$ cat config.mk
export PLATFORM = sky130hd
export DESIGN_NAME = status_monitor_mc
export DESIGN_NICKNAME = d
export VERILOG_FILES = /design/src/rtl/status_monitor_mc.sv
export SDC_FILE = /design/constraint.sdc
export NUM_CORES = 1
export LEC_CHECK = 0
export CAP_MARGIN = 20
export CORE_MARGIN = 4
export CORE_UTILIZATION = 44
export DETAILED_ROUTE_END_ITERATION = 6
export PLACE_DENSITY_LB_ADDON = 0.15
export RECOVER_POWER = 100
export REMOVE_ABC_BUFFERS = 1
export SETUP_SLACK_MARGIN = 0.02
export SLEW_MARGIN = 0
export SYNTH_ARGS = -nofsm -noshare
export SYNTH_HDL_FRONTEND = slang
export SYNTH_SLANG_ARGS = --single-unit
export TNS_END_PERCENT = 10
$ cat constraint.sdc
create_clock -name ACLK -period 1.6 [get_ports ACLK]
set_clock_uncertainty 0.05 [all_clocks]
set_input_delay 0.32 -clock ACLK [delete_from_list [all_inputs] [get_ports ACLK]]
set_output_delay 0.32 -clock ACLK [all_outputs]
set_load 0.02 [all_outputs]
$ cat src/rtl/status_monitor_mc.sv
// status_monitor_mc
//   Per-channel saturating finished-task counters with masked clear. Every
//   counter that changes (or is cleared) is mirrored into status BRAM through
//   a single-outstanding WR_START/WR_DONE write port. Dirty channels are
//   served round-robin; updates that arrive while a write is in flight only
//   re-mark the channel dirty, so one later write carries the final value.
//
//   Optional feature macro: STATUS_IRQ_EN
//     adds parameter THRESH and outputs IRQ / IRQ_VEC (sticky per-channel
//     threshold-reached flags, cleared by a clear of that channel).
//
// Ports
//   ACLK       in   clock
//   ARESET     in   synchronous active-high reset
//   TASK_DONE  in   [NUM_CH] one-cycle increment pulse per channel
//   CLR_REQ    in   clear strobe
//   CLR_MASK   in   [NUM_CH] channels cleared when CLR_REQ=1
//   WR_START   out  write request, held until WR_DONE
//   WR_ADDR    out  [32] BRAM byte address of the channel word
//   WR_DATA    out  [64] {sat, 15'b0, ch[15:0], count[31:0]}
//   WR_DONE    in   one-cycle write completion
//   BUSY       out  write in ISSUE or WAIT
//   IRQ        out  (STATUS_IRQ_EN) registered OR of IRQ_VEC
//   IRQ_VEC    out  (STATUS_IRQ_EN) [NUM_CH] sticky threshold flags
//
// state   | meaning
// --------+-----------------------------------------------------------
// S_IDLE  | port free; pick first dirty channel at/after rr pointer
// S_ISSUE | latch address/data of picked channel, raise WR_START
// S_WAIT  | hold request stable until WR_DONE, then advance rr pointer

module status_monitor_mc #(
    parameter int          NUM_CH      = 4,
    parameter int          CNT_W       = 8,
    parameter logic [31:0] BASE_ADDR   = 32'h0,
    parameter int          ADDR_STRIDE = 8
`ifdef STATUS_IRQ_EN
    ,
    parameter logic [CNT_W-1:0] THRESH = CNT_W'(16)
`endif
) (
    input  logic              ACLK,
    input  logic              ARESET,
    input  logic [NUM_CH-1:0] TASK_DONE,
    input  logic              CLR_REQ,
    input  logic [NUM_CH-1:0] CLR_MASK,
    output logic              WR_START,
    output logic [31:0]       WR_ADDR,
    output logic [63:0]       WR_DATA,
    input  logic              WR_DONE,
    output logic              BUSY
`ifdef STATUS_IRQ_EN
    ,
    output logic              IRQ,
    output logic [NUM_CH-1:0] IRQ_VEC
`endif
);

    localparam int CH_W = (NUM_CH > 1) ? $clog2(NUM_CH) : 1;
    localparam logic [CNT_W-1:0] CNT_MAX = '1;

    typedef enum logic [1:0] {S_IDLE, S_ISSUE, S_WAIT} state_t;

    state_t state_q, state_d;

    logic [CNT_W-1:0]  cnt_q [NUM_CH];
    logic [CNT_W-1:0]  cnt_d [NUM_CH];
    logic [NUM_CH-1:0] sat_q, sat_d;
    logic [NUM_CH-1:0] upd;
    logic [NUM_CH-1:0] dirty_q, dirty_d;
    logic [CH_W-1:0]   rr_q;
    logic [CH_W-1:0]   sel_q;

    logic              pick_found;
    logic [CH_W-1:0]   pick_ch;
    int                scan_idx;
    logic [CH_W-1:0]   scan_ch;

    logic              take_sel;
    logic              do_issue;
    logic              do_done;

    logic [31:0]       sel_cnt32;
    logic [31:0]       wr_addr_d;
    logic [63:0]       wr_data_d;

    // Counter update. Clear beats increment but keeps a same-cycle pulse.
    // upd marks any visible change, plus every clear even of a zero count.
    always_comb begin
        for (int i = 0; i < NUM_CH; i++) begin
            cnt_d[i] = cnt_q[i];
            sat_d[i] = sat_q[i];
            upd[i]   = 1'b0;
            if (CLR_REQ && CLR_MASK[i]) begin
                cnt_d[i] = TASK_DONE[i] ? CNT_W'(1) : '0;
                sat_d[i] = 1'b0;
                upd[i]   = 1'b1;
            end else if (TASK_DONE[i]) begin
                if (cnt_q[i] == CNT_MAX) begin
                    sat_d[i] = 1'b1;
                    upd[i]   = ~sat_q[i];
                end else begin
                    cnt_d[i] = cnt_q[i] + CNT_W'(1);
                    upd[i]   = 1'b1;
                end
            end
        end
    end

    // Round-robin pick: first dirty channel at or after rr_q, wrapping.
    always_comb begin
        pick_found = 1'b0;
        pick_ch    = '0;
        scan_idx   = 0;
        scan_ch    = '0;
        for (int k = 0; k < NUM_CH; k++) begin
            scan_idx = int'(rr_q) + k;
            if (scan_idx >= NUM_CH) begin
                scan_idx = scan_idx - NUM_CH;
            end
            scan_ch = CH_W'(scan_idx);
            if (!pick_found && dirty_q[scan_ch]) begin
                pick_found = 1'b1;
                pick_ch    = scan_ch;
            end
        end
    end

    always_ff @(posedge ACLK) begin
        if (ARESET) begin
            state_q <= S_IDLE;
        end else begin
            state_q <= state_d;
        end
    end

    always_comb begin
        state_d = state_q;
        case (state_q)
            S_IDLE:  if (pick_found) state_d = S_ISSUE;
            S_ISSUE: state_d = S_WAIT;
            S_WAIT:  if (WR_DONE) state_d = S_IDLE;
            default: state_d = S_IDLE;
        endcase
    end

    always_comb begin
        take_sel = 1'b0;
        do_issue = 1'b0;
        do_done  = 1'b0;
        case (state_q)
            S_IDLE:  take_sel = pick_found;
            S_ISSUE: do_issue = 1'b1;
            S_WAIT:  do_done  = WR_DONE;
            default: ;
        endcase
        BUSY = (state_q != S_IDLE);
    end

    // A same-cycle update to the channel being issued keeps it dirty so the
    // newer value is guaranteed a later write.
    always_comb begin
        for (int i = 0; i < NUM_CH; i++) begin
            dirty_d[i] = dirty_q[i] | upd[i];
            if (do_issue && (sel_q == CH_W'(i)) && !upd[i]) begin
                dirty_d[i] = 1'b0;
            end
        end
    end

    // Write payload uses the post-update value of the current cycle.
    always_comb begin
        sel_cnt32              = '0;
        sel_cnt32[CNT_W-1:0]   = cnt_d[sel_q];
        wr_addr_d = BASE_ADDR + 32'(sel_q) * 32'(ADDR_STRIDE);
        wr_data_d = {sat_d[sel_q], 15'b0, 16'(sel_q), sel_cnt32};
    end

    always_ff @(posedge ACLK) begin
        if (ARESET) begin
            for (int i = 0; i < NUM_CH; i++) begin
                cnt_q[i] <= '0;
            end
            sat_q    <= '0;
            dirty_q  <= '0;
            rr_q     <= '0;
            sel_q    <= '0;
            WR_START <= 1'b0;
            WR_ADDR  <= '0;
            WR_DATA  <= '0;
        end else begin
            for (int i = 0; i < NUM_CH; i++) begin
                cnt_q[i] <= cnt_d[i];
            end
            sat_q   <= sat_d;
            dirty_q <= dirty_d;
            if (take_sel) begin
                sel_q <= pick_ch;
            end
            if (do_issue) begin
                WR_START <= 1'b1;
                WR_ADDR  <= wr_addr_d;
                WR_DATA  <= wr_data_d;
            end
            if (do_done) begin
                WR_START <= 1'b0;
                rr_q     <= (sel_q == CH_W'(NUM_CH - 1)) ? '0 : sel_q + CH_W'(1);
            end
        end
    end

`ifdef STATUS_IRQ_EN
    logic [NUM_CH-1:0] irq_vec_d;

    // A clear drops the flag unless the post-clear count itself hits THRESH.
    always_comb begin
        for (int i = 0; i < NUM_CH; i++) begin
            irq_vec_d[i] = IRQ_VEC[i];
            if (CLR_REQ && CLR_MASK[i]) begin
                irq_vec_d[i] = (cnt_d[i] == THRESH);
            end else if ((cnt_d[i] == THRESH) && (cnt_q[i] != THRESH)) begin
                irq_vec_d[i] = 1'b1;
            end
        end
    end

    always_ff @(posedge ACLK) begin
        if (ARESET) begin
            IRQ_VEC <= '0;
            IRQ     <= 1'b0;
        end else begin
            IRQ_VEC <= irq_vec_d;
            IRQ     <= |IRQ_VEC;
        end
    end
`endif

endmodule

==> results_dict.tcl <==
set metrics [dict create \
    drt_iter0_drc 198 \
    antenna_found_initial 0 \
    grt_overflow 0 \
    dpl.cell_count 694 \
    status "finished with violations" \
    hold_path_depth 2 \
    ys.flop_type "dfxtp_1" \
    place_ws_ns -0.473 \
    cts.clk_slew.worst_paths_ns 0.07 \
    route.detailed.drc 0 \
    h-tree-depth 3 \
    grt_usage_pct 20.4 \
    synthArstFlopShare_pct 0 \
    routed_wl_mm 10.6 \
    diodes 0 \
    ys_ff_latch 58 \
    io_buffers 26 \
    num_vias 3710 \
    ctsLongestPathBuffers 2 \
    rsz0062_at_grt "yes" \
    seq_area_frac_synth_pct 30.5 \
    grt_pass1_vias 3410 \
    end_kind "register" \
    tns_ns -0.396 \
    chipHeight_um 101 \
    stdcell_count 711 \
    synth_top_area_share_pct 30.5 \
    core-area_um2 8300 \
    violations "negative setup slack" \
    setup_slack_ns -0.0674 \
    start_util_pct 45.9 \
    die_w_um 101 \
    path_class "register to register" \
    avgSynthCellArea_um2 8.05 \
    ys_warn_count 0 \
    total_leakage_power_nw 2.22 \
    synthesis.area_um2 3810 \
    routabilityCongestion 0.950 \
    start_kind "register" \
    ir_worst_vdd_v 0.000426 \
    vias_per_cell 5.22 \
    synth_edf_count 0 \
    finalMaxSlewViolations 0 \
    rr_worst_depth 6 \
    syn_inst 473 \
    cts-buffers-inserted 9 \
    dr.pass1.iters 5 \
    final_layout_size_suffix_gt1_share_pct 29.2 \
    yosys.area.top_type "dfxtp_1" \
    hold_ws_ns 0.417 \
    max_freq_ghz 0.600 \
    worstPathArrival_ns 1.86 \
    dieArea_um2 10200 \
    io_pins 110 \
    hold_path_class "register to register" \
    cts_sinks 58 \
    setup_viol 9 \
    worstPathRequired_ns 1.79 \
    fin_crit_sh_pct 104 \
    grt_max_degree 18 \
    num_rows 33 \
    ant_nets 0 \
    cts_tree "yes" \
    path_max_fanout 5 \
    final_nets 621 \
    powerDensity_nw_per_um2 739 \
    synth_cell_types 67 \
    clk_latency_ns 0.34 \
    cts_root_buf "clkbuf_8" \
    synthTopCellsByArea "dfxtp_1 (30%), buf_4 (17%), nor2_1 (5.3%), nand2_1 (3.1%), nand3_1 (2.8%)" \
    hold_viol 0 \
    hpwl_mm 8.14 \
    syn_to_final_growth_pct 31.3 \
    avgRoutedWirePerCell_um 14.8 \
    holdBufCountCts 0 \
    period_needed_ns 1.67 \
    maxCapViolations 0 \
    grt_pass1_wl_mm 16.5 \
]
[registers in the layout (all words and copies together) (netlist names)]
signal / cells
WR_DATA: 11
sat_q: 4
state_q: 2
rr_q: 2
WR_START: 1
dirty_q: 4
sel_q: 2
cnt_q: 32
[kinds of logic after synthesis]
group | share of synthesized area [%]
xor+xnor | 1.15
other cells | 0.0985
simple gates | 24.7
mux | 2.92
compound gates | 18.6
fa+ha+maj | 2.63
buf+inv | 19.4
flops | 30.5
[power breakdown]
part / switching (W) / leakage (nW) / internal (W)
Clock: 0.000598 / 0.0872 / 0.000598
Combinational: 0.000571 / 1.66 / 0.000353
Sequential: 0.0000600 / 0.478 / 0.00151
Total: 0.00123 / 2.22 / 0.00246
[routing by layer]
layer,part of all wire [%],track usage [%],vias to the layer above
li1,-,-,1799
met3,7.6,3.53,17
met4,2.0,7.67,0
met1,45,28.0,1749
met2,45,31.8,145
met5,0,0,-
[Yosys cell counts (3+ instances only)]
library cell / number
and3_1: 10
a211o_1: 3
nor2_1: 54
xnor2_1: 4
nand4_1: 8
nor2b_1: 10
o21ai_0: 14
nand4b_1: 3
and4_1: 5
a21oi_1: 20
o22ai_1: 4
nand2_1: 31
nand3_1: 21
nor4_1: 5
o21bai_1: 3
buf_2: 3
o211ai_1: 3
a221oi_1: 4
inv_1: 6
a311oi_1: 4
or2_2: 3
dfxtp_1: 58
ha_1: 8
nand2b_1: 7
and2_1: 3
buf_4: 85
a31oi_1: 8
a211oi_1: 10
o211a_1: 3
clkbuf_1: 8
nor3_1: 8
mux2i_1: 10
[worst max-delay path, stage by stage (launching register included)]
cell and delay, ns:
dfxtp_2 0.36, buf_6 0.12, nand4_1 0.20, or3_4 0.40, a21oi_4 0.14, o22ai_1 0.09, o211a_1 0.20
[cells in the final DEF (no fill, tap or decap), types with 4 or more instances in the layout]
| cell | synthesis | routed |
|---|---|---|
| a31oi_1 | 8 | 8 |
| dfxtp_1 | 58 | 44 |
| clkdlybuf4s50_1 | 0 | 4 |
| conb_1 | 1 | 83 |
| xnor2_1 | 4 | 4 |
| o21ai_0 | 14 | 11 |
| mux2i_2 | 0 | 4 |
| clkbuf_1 | 8 | 8 |
| nand2b_1 | 7 | 7 |
| nor2b_1 | 10 | 10 |
| nand3_1 | 21 | 20 |
| nor3_1 | 8 | 6 |
| nand2_1 | 31 | 31 |
| ha_1 | 8 | 4 |
| ha_4 | 0 | 4 |
| dlygate4sd2_1 | 0 | 15 |
| and4_1 | 5 | 6 |
| dfxtp_2 | 0 | 14 |
| nor2_1 | 54 | 51 |
| o22ai_1 | 4 | 4 |
| inv_1 | 6 | 6 |
| clkbuf_8 | 0 | 10 |
| and3_1 | 10 | 7 |
| a211oi_1 | 10 | 7 |
| mux2i_1 | 10 | 6 |
| buf_4 | 85 | 99 |
| nand4_1 | 8 | 8 |
| a21oi_1 | 20 | 19 |
| and3_4 | 1 | 4 |
[timing repair]
action | 4_1_cts | 5_1_grt
pin swaps | 10 | 9
setup buffers | 1 | 0
resized for setup | 47 | 36
endpoints found under the setup margin | 28 | 20
[final cells by class]
cell class / count / area [um^2]
clock buffer: 13 / 149
clock inverter: 3 / 15.0
fill: 752 / 3300
inverter: 7 / 26.3
multi-input combinational: 389 / 2430
sequential: 58 / 1180
tap: 105 / 131
timing repair buffer: 136 / 1060
[stage by stage]
| stage | instance area (um^2) | utilization, % | power (W) |
|---|---|---|---|
| floorplan | 3400 | - | 0.00209 |
| global placement | 4630 | 55.7 | 0.00249 |
| detailed placement | 4630 | 55.7 | 0.00250 |
| CTS | 4880 | 58.8 | 0.00369 |
| global route | 5000 | 60.2 | 0.00386 |
| finish | 5000 | 60.2 | 0.00369 |
[path summary, 6_finish.rpt]
check                    from     endpoint  slack [ns]
hold / removal    WR_DATA[32]  WR_DATA[32]        0.42
setup reg to reg  cnt_q[3][0]   WR_DATA[7]       -0.07
hold reg to reg   WR_DATA[32]  WR_DATA[32]        0.42
setup / recovery  cnt_q[3][0]   WR_DATA[7]       -0.07
Note: power is estimated with default switching activity, not from simulation.
